## src/rtl/regfile_write_arbiter_pkg.sv

```systemverilog
// Shared processor constants for the write-back path.
// Register geometry and write-back requester IDs.
package regfile_write_arbiter_pkg;

    localparam int REG_SIZE  = 32;
    localparam int REG_COUNT = 32;
    localparam int REG_IDX_W = 5;
    localparam int N_REQ     = 3;

    typedef enum logic [1:0] {
        REQ_ALU = 2'd0,
        REQ_LSU = 2'd1,
        REQ_MDU = 2'd2
    } req_id_e;

endpackage

```

## src/rtl/regfile_write_arbiter_rr_arbiter.sv

```systemverilog
// Round-robin selector for write-back requesters.
// Search starts one past the last granted requester.
module rr_arbiter #(
    parameter int N_REQ = 3,
    parameter int PTR_W = (N_REQ > 1) ? $clog2(N_REQ) : 1
) (
    input  logic [N_REQ-1:0] req,
    input  logic [PTR_W-1:0] ptr,
    output logic [N_REQ-1:0] grant
);

    // Rotating priority scan, first hit after ptr wins.
    always_comb begin
        logic found;
        int   idx;
        grant = '0;
        found = 1'b0;
        idx   = 0;
        for (int k = 1; k <= N_REQ; k++) begin
            idx = (int'(ptr) + k) % N_REQ;
            if (!found && req[idx]) begin
                grant[idx] = 1'b1;
                found      = 1'b1;
            end
        end
    end

endmodule

```

## src/rtl/regfile_write_arbiter.sv

```systemverilog
// Register-file write-back arbiter with pending scoreboard.
// One write per cycle; issue blocked on pending destination.
module regfile_write_arbiter
    import regfile_write_arbiter_pkg::*;
#(
    parameter int REG_SIZE  = regfile_write_arbiter_pkg::REG_SIZE,
    parameter int REG_COUNT = regfile_write_arbiter_pkg::REG_COUNT,
    parameter int N_REQ     = regfile_write_arbiter_pkg::N_REQ
) (
    input  logic                          clk,
    input  logic                          rst_n,
    input  logic [N_REQ-1:0]              req_valid,
    input  logic [N_REQ*REG_IDX_W-1:0]    req_dest,
    input  logic [N_REQ*REG_SIZE-1:0]     req_data,
    output logic [N_REQ-1:0]              req_ready,
    input  logic                          issue_valid,
    input  logic [REG_IDX_W-1:0]          issue_dest,
    output logic                          issue_ready,
    input  logic [REG_IDX_W-1:0]          chk_reg_a,
    input  logic [REG_IDX_W-1:0]          chk_reg_b,
    output logic                          chk_stall,
    output logic [REG_COUNT-1:0]          pending,
    output logic                          wr_en,
    output logic [REG_IDX_W-1:0]          wr_reg,
    output logic [REG_SIZE-1:0]           wr_data
);

    localparam int PTR_W = (N_REQ > 1) ? $clog2(N_REQ) : 1;

    logic [PTR_W-1:0]     ptr_q, ptr_d;
    logic [N_REQ-1:0]     grant;
    logic                 xfer;
    logic [REG_IDX_W-1:0] sel_dest;
    logic [REG_SIZE-1:0]  sel_data;
    logic                 issue_fire;
    logic [REG_COUNT-1:0] pending_q, pending_d;
    logic                 wr_en_q, wr_en_d;
    logic [REG_IDX_W-1:0] wr_reg_q;
    logic [REG_SIZE-1:0]  wr_data_q;

    rr_arbiter #(
        .N_REQ (N_REQ),
        .PTR_W (PTR_W)
    ) u_rr (
        .req   (req_valid),
        .ptr   (ptr_q),
        .grant (grant)
    );

    assign req_ready = grant;
    assign xfer      = |grant;

    // One-hot mux of the winning requester and its pointer update.
    always_comb begin
        sel_dest = '0;
        sel_data = '0;
        ptr_d    = ptr_q;
        for (int i = 0; i < N_REQ; i++) begin
            if (grant[i]) begin
                sel_dest = sel_dest | req_dest[i*REG_IDX_W +: REG_IDX_W];
                sel_data = sel_data | req_data[i*REG_SIZE +: REG_SIZE];
                ptr_d    = PTR_W'(i);
            end
        end
    end

    assign issue_ready = (issue_dest == '0) || !pending_q[issue_dest];
    assign issue_fire  = issue_valid && issue_ready;
    assign chk_stall   = pending_q[chk_reg_a] | pending_q[chk_reg_b];
    assign wr_en_d     = xfer && (sel_dest != '0);

    // Scoreboard: retire on write-back, then claim on issue.
    always_comb begin
        pending_d = pending_q;
        if (xfer && sel_dest != '0) begin
            pending_d[sel_dest] = 1'b0;
        end
        if (issue_fire && issue_dest != '0) begin
            pending_d[issue_dest] = 1'b1;
        end
        pending_d[0] = 1'b0;
    end

    // State registers: pointer, scoreboard and write port.
    always_ff @(posedge clk or negedge rst_n) begin
        if (!rst_n) begin
            ptr_q     <= PTR_W'(N_REQ - 1);
            pending_q <= '0;
            wr_en_q   <= 1'b0;
            wr_reg_q  <= '0;
            wr_data_q <= '0;
        end else begin
            ptr_q     <= ptr_d;
            pending_q <= pending_d;
            wr_en_q   <= wr_en_d;
            if (xfer) begin
                wr_reg_q  <= sel_dest;
                wr_data_q <= sel_data;
            end
        end
    end

    assign pending = pending_q;
    assign wr_en   = wr_en_q;
    assign wr_reg  = wr_reg_q;
    assign wr_data = wr_data_q;

endmodule

```

## config.mk

```make
export PLATFORM = sky130hd
export DESIGN_NAME = regfile_write_arbiter
export DESIGN_NICKNAME = d
export VERILOG_FILES = /design/src/rtl/regfile_write_arbiter_pkg.sv /design/src/rtl/regfile_write_arbiter_rr_arbiter.sv /design/src/rtl/regfile_write_arbiter.sv
export SDC_FILE = /design/constraint.sdc
export NUM_CORES = 1
export LEC_CHECK = 0
export BUFFER_PORTS_ARGS = -buffer_cell sky130_fd_sc_hd__buf_4
export CAP_MARGIN = 30
export CORE_ASPECT_RATIO = 0.5
export CORE_UTILIZATION = 50
export DETAILED_ROUTE_END_ITERATION = 10
export GPL_ROUTABILITY_DRIVEN = 0
export MAX_ROUTING_LAYER = met4
export PLACE_DENSITY = 0.92
export SLEW_MARGIN = 0
export SYNTH_ARGS = -nofsm -noshare
export SYNTH_HDL_FRONTEND = slang
export SYNTH_HIERARCHICAL = 1
export SYNTH_SLANG_ARGS = --single-unit
```

## constraint.sdc

```tcl
create_clock -name clk -period 6.15 [get_ports clk]
set_input_delay 0.3075 -clock clk [delete_from_list [all_inputs] [get_ports clk]]
set_output_delay 0.3075 -clock clk [all_outputs]
set_load 0.05 [all_outputs]
```

# Word-level counts from Yosys, hierarchy flattened
# Index checks and enable logic that the tools add are counted.
[word_totals]
inputBits = 132
word_cells = 93
reg_bits = 71
[op_classes]
muxes = 41
div_mod_pow = 3
reduce_logical = 19
n_addsub = 3
n_bitwise = 10
order_cmp = 12
[ops]
columns = ["operator", "count"]
rows = [
  ["2-to-1 mux 32 bit", 5],
  [">= comparator 32 x 1 -> 1 bit (second input constant)", 3],
  ["less-than comparator 32 x 4 -> 1 bit (second input constant)", 3],
  ["remainder unit 32 x 3 -> 32 bit (second input constant)", 3],
  ["bitwise OR 32 bit", 3],
  ["bitwise AND 32 bit", 1],
  ["NOT 32 bit", 1],
  ["less-than comparator 5 x 6 -> 1 bit (second input constant)", 4],
  ["2-to-1 mux 1 bit", 16],
  ["binary-select mux 1 bit (select 5 bit)", 3],
  ["2-to-1 mux 5 bit", 3],
  ["demux 1 bit (select 5 bit)", 2],
  [">= comparator 5 x 1 -> 1 bit (second input constant)", 2],
  ["logical AND 1 bit", 10],
  ["bitwise OR 5 bit", 2],
  ["nonzero test 5 bit", 2],
  ["2-to-1 mux 3 bit", 3],
  ["adder 2 x 2 -> 3 bit (second input constant)", 2],
  ["binary-select mux 1 bit (select 2 bit)", 3],
  ["demux 1 bit (select 2 bit)", 3],
  ["2-to-1 mux 2 bit", 3],
  ["bitwise OR 3 bit", 2],
  ["logical NOT 5 bit", 1],
  ["adder 2 x 1 -> 3 bit (second input constant)", 1],
  ["other kinds (5)", 7],
]

# Longest topological paths before layout
[depth]
depth_word = 26
mapped_depth = 13
mapped_depth_nobuf = 11

# Modules after synthesis
# The synthesis kept the hierarchy.
[by_module_without_submodules]
columns = ["module", "area_each_um2", "instances", "cells_per_inst"]
rows = [
  ["regfile_write_arbiter", 3988.8, 1, 373],
  ["rr_arbiter", 279.0, 1, 40],
]

# Worst setup path before layout
# OpenSTA, ideal clock, no wires.
[synth_timing]
path_kind = "register to register"
startpoint = "register ptr_q[1]"
endpoint = "register pending_q[31] (netlist: pending[31])"
path_buffers = 2
setup_time_ps = 131
t_arrival_ps = 3827
slack_ps = 2192
stages_incl_launch_ff = 10
path_cell_list = "dfstp_2 > ha_1 > buf_4 > and2_1 > o32ai_1 > a222oi_1 > or2_1 > clkbuf_1 > o21ai_0 > o31ai_1"
[synth_lines]
columns = ["element", "line", "rtl"]
rows = [
  ["start, declared", "regfile_write_arbiter.sv:30", "logic [PTR_W-1:0] ptr_q, ptr_d;"],
  ["start signal, assigned", "regfile_write_arbiter.sv:87", "ptr_q <= PTR_W'(N_REQ - 1);"],
  ["start signal, assigned", "regfile_write_arbiter.sv:93", "ptr_q <= ptr_d;"],
  ["parallel branches: the longest is 11 deep, another holds remainder unit 32 x 3 -> 32 bit", "-", ""],
  ["2-to-1 mux 3 bit (*)", "regfile_write_arbiter_rr_arbiter.sv:21", "if (!found && req[idx]) begin"],
  ["net req_ready[2]", "regfile_write_arbiter.sv:15", "output logic [N_REQ-1:0] req_ready,"],
  ["2-to-1 mux 5 bit", "regfile_write_arbiter.sv:59", "if (grant[i]) begin"],
  ["less-than comparator 5 x 6 -> 1 bit (implied by the code) / >= comparator 5 x 1 -> 1 bit (equally long branches)", "regfile_write_arbiter.sv:76", "pending_d[sel_dest] = 1'b0;"],
  ["logical AND 1 bit (implied by the code)", "regfile_write_arbiter.sv:76", ""],
  ["2-to-1 mux 1 bit (implied by the code)", "regfile_write_arbiter.sv:76", ""],
  ["demux 1 bit (select 5 bit)", "regfile_write_arbiter.sv:76", ""],
  ["NOT 32 bit (no source line)", "-", ""],
  ["bitwise AND 32 bit (no source line)", "-", ""],
  ["2-to-1 mux 32 bit (*)", "regfile_write_arbiter.sv:75", "if (xfer && sel_dest != '0) begin"],
  ["bitwise OR 32 bit (no source line)", "-", ""],
  ["2-to-1 mux 32 bit (*)", "regfile_write_arbiter.sv:78", "if (issue_fire && issue_dest != '0) begin"],
  ["net pending_d[31]", "regfile_write_arbiter.sv:36", "logic [REG_COUNT-1:0] pending_q, pending_d;"],
  ["end signal, assigned", "regfile_write_arbiter.sv:94", "pending_q <= pending_d;"],
  ["end, declared", "regfile_write_arbiter.sv:36", ""],
]
# Mark *: on every way through the listed nets, which the timed path passes. The select of a mux whose other input is x is not followed.
# A chain may end at the register's enable or synchronous reset.

# Worst setup path after layout
[layout_timing]
startpoint = "register ptr_q[1]"
endpoint = "register pending_q[20] (netlist: pending[20])"
[layout_between]
elab_chain_cells = 26
[layout_lines]
columns = ["element", "line", "rtl"]
rows = [
  ["parallel branches: the longest is 11 deep, another holds remainder unit 32 x 3 -> 32 bit", "-", ""],
  ["2-to-1 mux 3 bit (*)", "regfile_write_arbiter_rr_arbiter.sv:21", ""],
  ["2-to-1 mux 5 bit", "regfile_write_arbiter.sv:59", ""],
  ["bitwise OR 5 bit", "regfile_write_arbiter.sv:60", "sel_dest = sel_dest | req_dest[i*REG_IDX_W +: REG_IDX_W];"],
  ["2-to-1 mux 5 bit", "regfile_write_arbiter.sv:59", ""],
  ["bitwise OR 5 bit", "regfile_write_arbiter.sv:60", ""],
  ["2-to-1 mux 5 bit", "regfile_write_arbiter.sv:59", ""],
  ["less-than comparator 5 x 6 -> 1 bit (implied by the code) / >= comparator 5 x 1 -> 1 bit (equally long branches)", "regfile_write_arbiter.sv:76", ""],
  ["logical AND 1 bit (implied by the code)", "regfile_write_arbiter.sv:76", ""],
  ["2-to-1 mux 1 bit (implied by the code)", "regfile_write_arbiter.sv:76", ""],
  ["demux 1 bit (select 5 bit)", "regfile_write_arbiter.sv:76", ""],
  ["NOT 32 bit (no source line)", "-", ""],
  ["bitwise AND 32 bit (no source line)", "-", ""],
  ["2-to-1 mux 32 bit (*)", "regfile_write_arbiter.sv:75", ""],
  ["bitwise OR 32 bit (no source line)", "-", ""],
  ["2-to-1 mux 32 bit (*)", "regfile_write_arbiter.sv:78", ""],
  ["net pending_d[20]", "regfile_write_arbiter.sv:36", ""],
]
# Marked as above.

==> impl_metrics.ini <==
[worst_setup_path]
cp_cell_sequence = inv_1 -> ha_1 -> mux2i_1 -> o22ai_1 -> o31ai_4 -> buf_4 -> a222oi_1 -> nand3_1 -> nand3_1 -> o21ai_1 -> o31ai_1
crit_arrival_ns = 3.78
required_ns = 6.34
end_kind = flop
path_class = reg2reg
crit_slowest_cell = o31ai_4
critPathLaunchType = flop
crit_fanout = 27
worst-r2r-setup-slack_ns = 2.55
cp_num_buf_inv = 2
cp_common_cell = nand3_1
max_stage_delay_ns = 0.67
cp_top_family = compound AO/OA/AOI/OAI gates

[sta]
tns_ns = 0
grt_setup_unrepaired = false
skew_ns = 0.00402
finalCriticalPeriod_ns = 3.60
relSlewSlack = 0.407
hold_viol_final = 0
drv_slew = 0
finalSetupViolCount = 0
max_freq_mhz = 278
tightest_slew_ns = 0.889
holdWs_ns = 0.0797
finalCritPeriodShare = 0.585

[floorplanning]
initial_core_util = 0.524
coreArea_um2 = 8140
die_h_um = 67.3
ios = 207
dieWidth_um = 133
rows = 23
dieArea_um2 = 8930

[cts]
cts-resized-gates = 0
ctsHtreeMaxLevel = 3
cts_hold_buf = 0
ctsRootBufferMaster = clkbuf_16
cts_setup_buffers = 0
path_clk_slew_ns = 0.05
insertion_delay_ns = 0.33
clock-sinks = 71
tritoncts = built
clockBufferDepth = 2
cts-buffers-inserted = 9

[logic_synthesis]
synth_edf_count = 0
ys_warn_count = 6
post_synth.cell_area_avg_um2 = 10.3
yosysSeqAreaShare = 0.417
async_flop_share = 1.00
synth-main-ff-cell = dfrtp_1
ys_seq_elements = 71
synth_cells = 413
synth_cell_type_count = 47
syn-num-nets = 549
synth_area_um2 = 4270

[outcome]
status = finished, final reports clean

[route]
antenna_left = 0
via_count = 4469
wire_per_inst_um = 19.1
finalWirelength_mm = 13.7
vias_per_cell = 6.25
first_pass_iters = 8
first_iter_violations = 661
post-route-drc-count = 0

[layout]
n_antenna_cell = 0
area_growth_pct = 43.9
final_common_cell = buf_4
utilization = 0.754
largest_reg_flops = 32
seqCellArea_um2 = 1780
multiInputGateArea_um2 = 2330
drive_above_1_share = 0.423
final_cell_area_um2 = 6140
nNetsFinal = 735
fill_cells = 592
final_cell_mix = buf_4 (207), dfrtp_1 (70), a21oi_1 (39)

[global_routing]
grt_pass1_wl_mm = 20.7
track_usage = 0.314
antenna_found_initial = 0
grt-ovfl-total = 0
grt_max_degree = 72
grt_pass1_vias = 4108

[placed_design]
detailed_place_hpwl_mm = 9.94
io_buffers = 205
dpl_cell_area_um2 = 5860

[hold_path]
hold_path_class = in2async

[run]
maxCapViolCount = 0
## worst reg2reg max path: stages, from the launching register on
cell      delay, ns
dfstp_2        0.55
inv_1          0.06
ha_1           0.29
mux2i_1        0.21
o22ai_1        0.15
o31ai_4        0.67
buf_4          0.41
a222oi_1       0.26
nand3_1        0.24
nand3_1        0.25
o21ai_1        0.27
o31ai_1        0.10
## metal layers
metal	wire length, um	global-route usage
met3	1050	0.0616
met1	5300	0.386
met2	7140	0.525
met5	0	-
met4	160	0.126
## cell type report
type	instances	share of cell area
clock buffer	11	0.0379
timing repair buffer	209	0.261
sequential	71	0.290
tap	112	0.0228
multi-input combinational	299	0.380
inverter	9	0.00550
clock inverter	4	0.00387
## cell usage after synthesis (all sizes together), types with 2 or more instances
| cell type | n | area [um2] |
|---|---|---|
| a21oi | 40 | 204 |
| a222oi | 37 | 370 |
| a22oi | 2 | 15.0 |
| buf | 10 | 77.6 |
| clkbuf | 24 | 90.1 |
| dfrtp | 70 | 1750 |
| ha | 4 | 50.1 |
| inv | 9 | 33.8 |
| mux2 | 3 | 33.8 |
| mux2i | 10 | 100 |
| mux4 | 22 | 510 |
| nand2 | 29 | 109 |
| nand2b | 4 | 25.0 |
| nand3 | 5 | 25.0 |
| nand3b | 7 | 52.6 |
| nor2 | 36 | 135 |
| nor2b | 5 | 31.3 |
| nor3 | 2 | 10.0 |
| o211ai | 2 | 15.0 |
| o21ai | 44 | 224 |
| o22ai | 6 | 37.5 |
| o31ai | 24 | 185 |
| or2 | 2 | 12.5 |
| or3 | 2 | 12.5 |
| or3b | 2 | 17.5 |
## stage by stage
step	setup WS [ns]	std cells
6_report	2.55	715
5_1_grt	2.35	715
4_1_cts	2.59	714
3_5_place_dp	2.60	699
3_3_place_gp	2.61	698
2_1_floorplan	2.19	413
## worst paths after layout
check	cells past startpoint	end	startpoint
min in group clk	3	wr_data[17]$_DFFE_PN0P_	req_data[81]
setup / recovery	11	pending[20]$_DFF_PN0_	ptr_q[1]$_DFFE_PN1P_
hold reg to reg	2	wr_reg[2]$_DFFE_PN0P_	wr_reg[2]$_DFFE_PN0P_
max in group asynchronous	1	wr_data[28]$_DFFE_PN0P_	rst_n
setup reg to reg	11	pending[20]$_DFF_PN0_	ptr_q[1]$_DFFE_PN1P_
hold / removal	1	wr_data[3]$_DFFE_PN0P_	rst_n
## kinds of logic (layout without fill, tap and decap cells)
kind of cell,after synthesis,in the layout,synth area share
buffers and inverters,43,233,0.0472
AO/OA/AOI/OAI,161,161,0.264
other,1,1,0.000879
adder cells (fa/ha/maj),4,4,0.0117
multiplexers,35,35,0.151
AND/OR/NAND/NOR,98,98,0.109
flip-flops,71,71,0.417
Power is left out: the tool's default activity adds up to more than one toggle a clock period on the data nets, which glitch-free logic cannot reach.
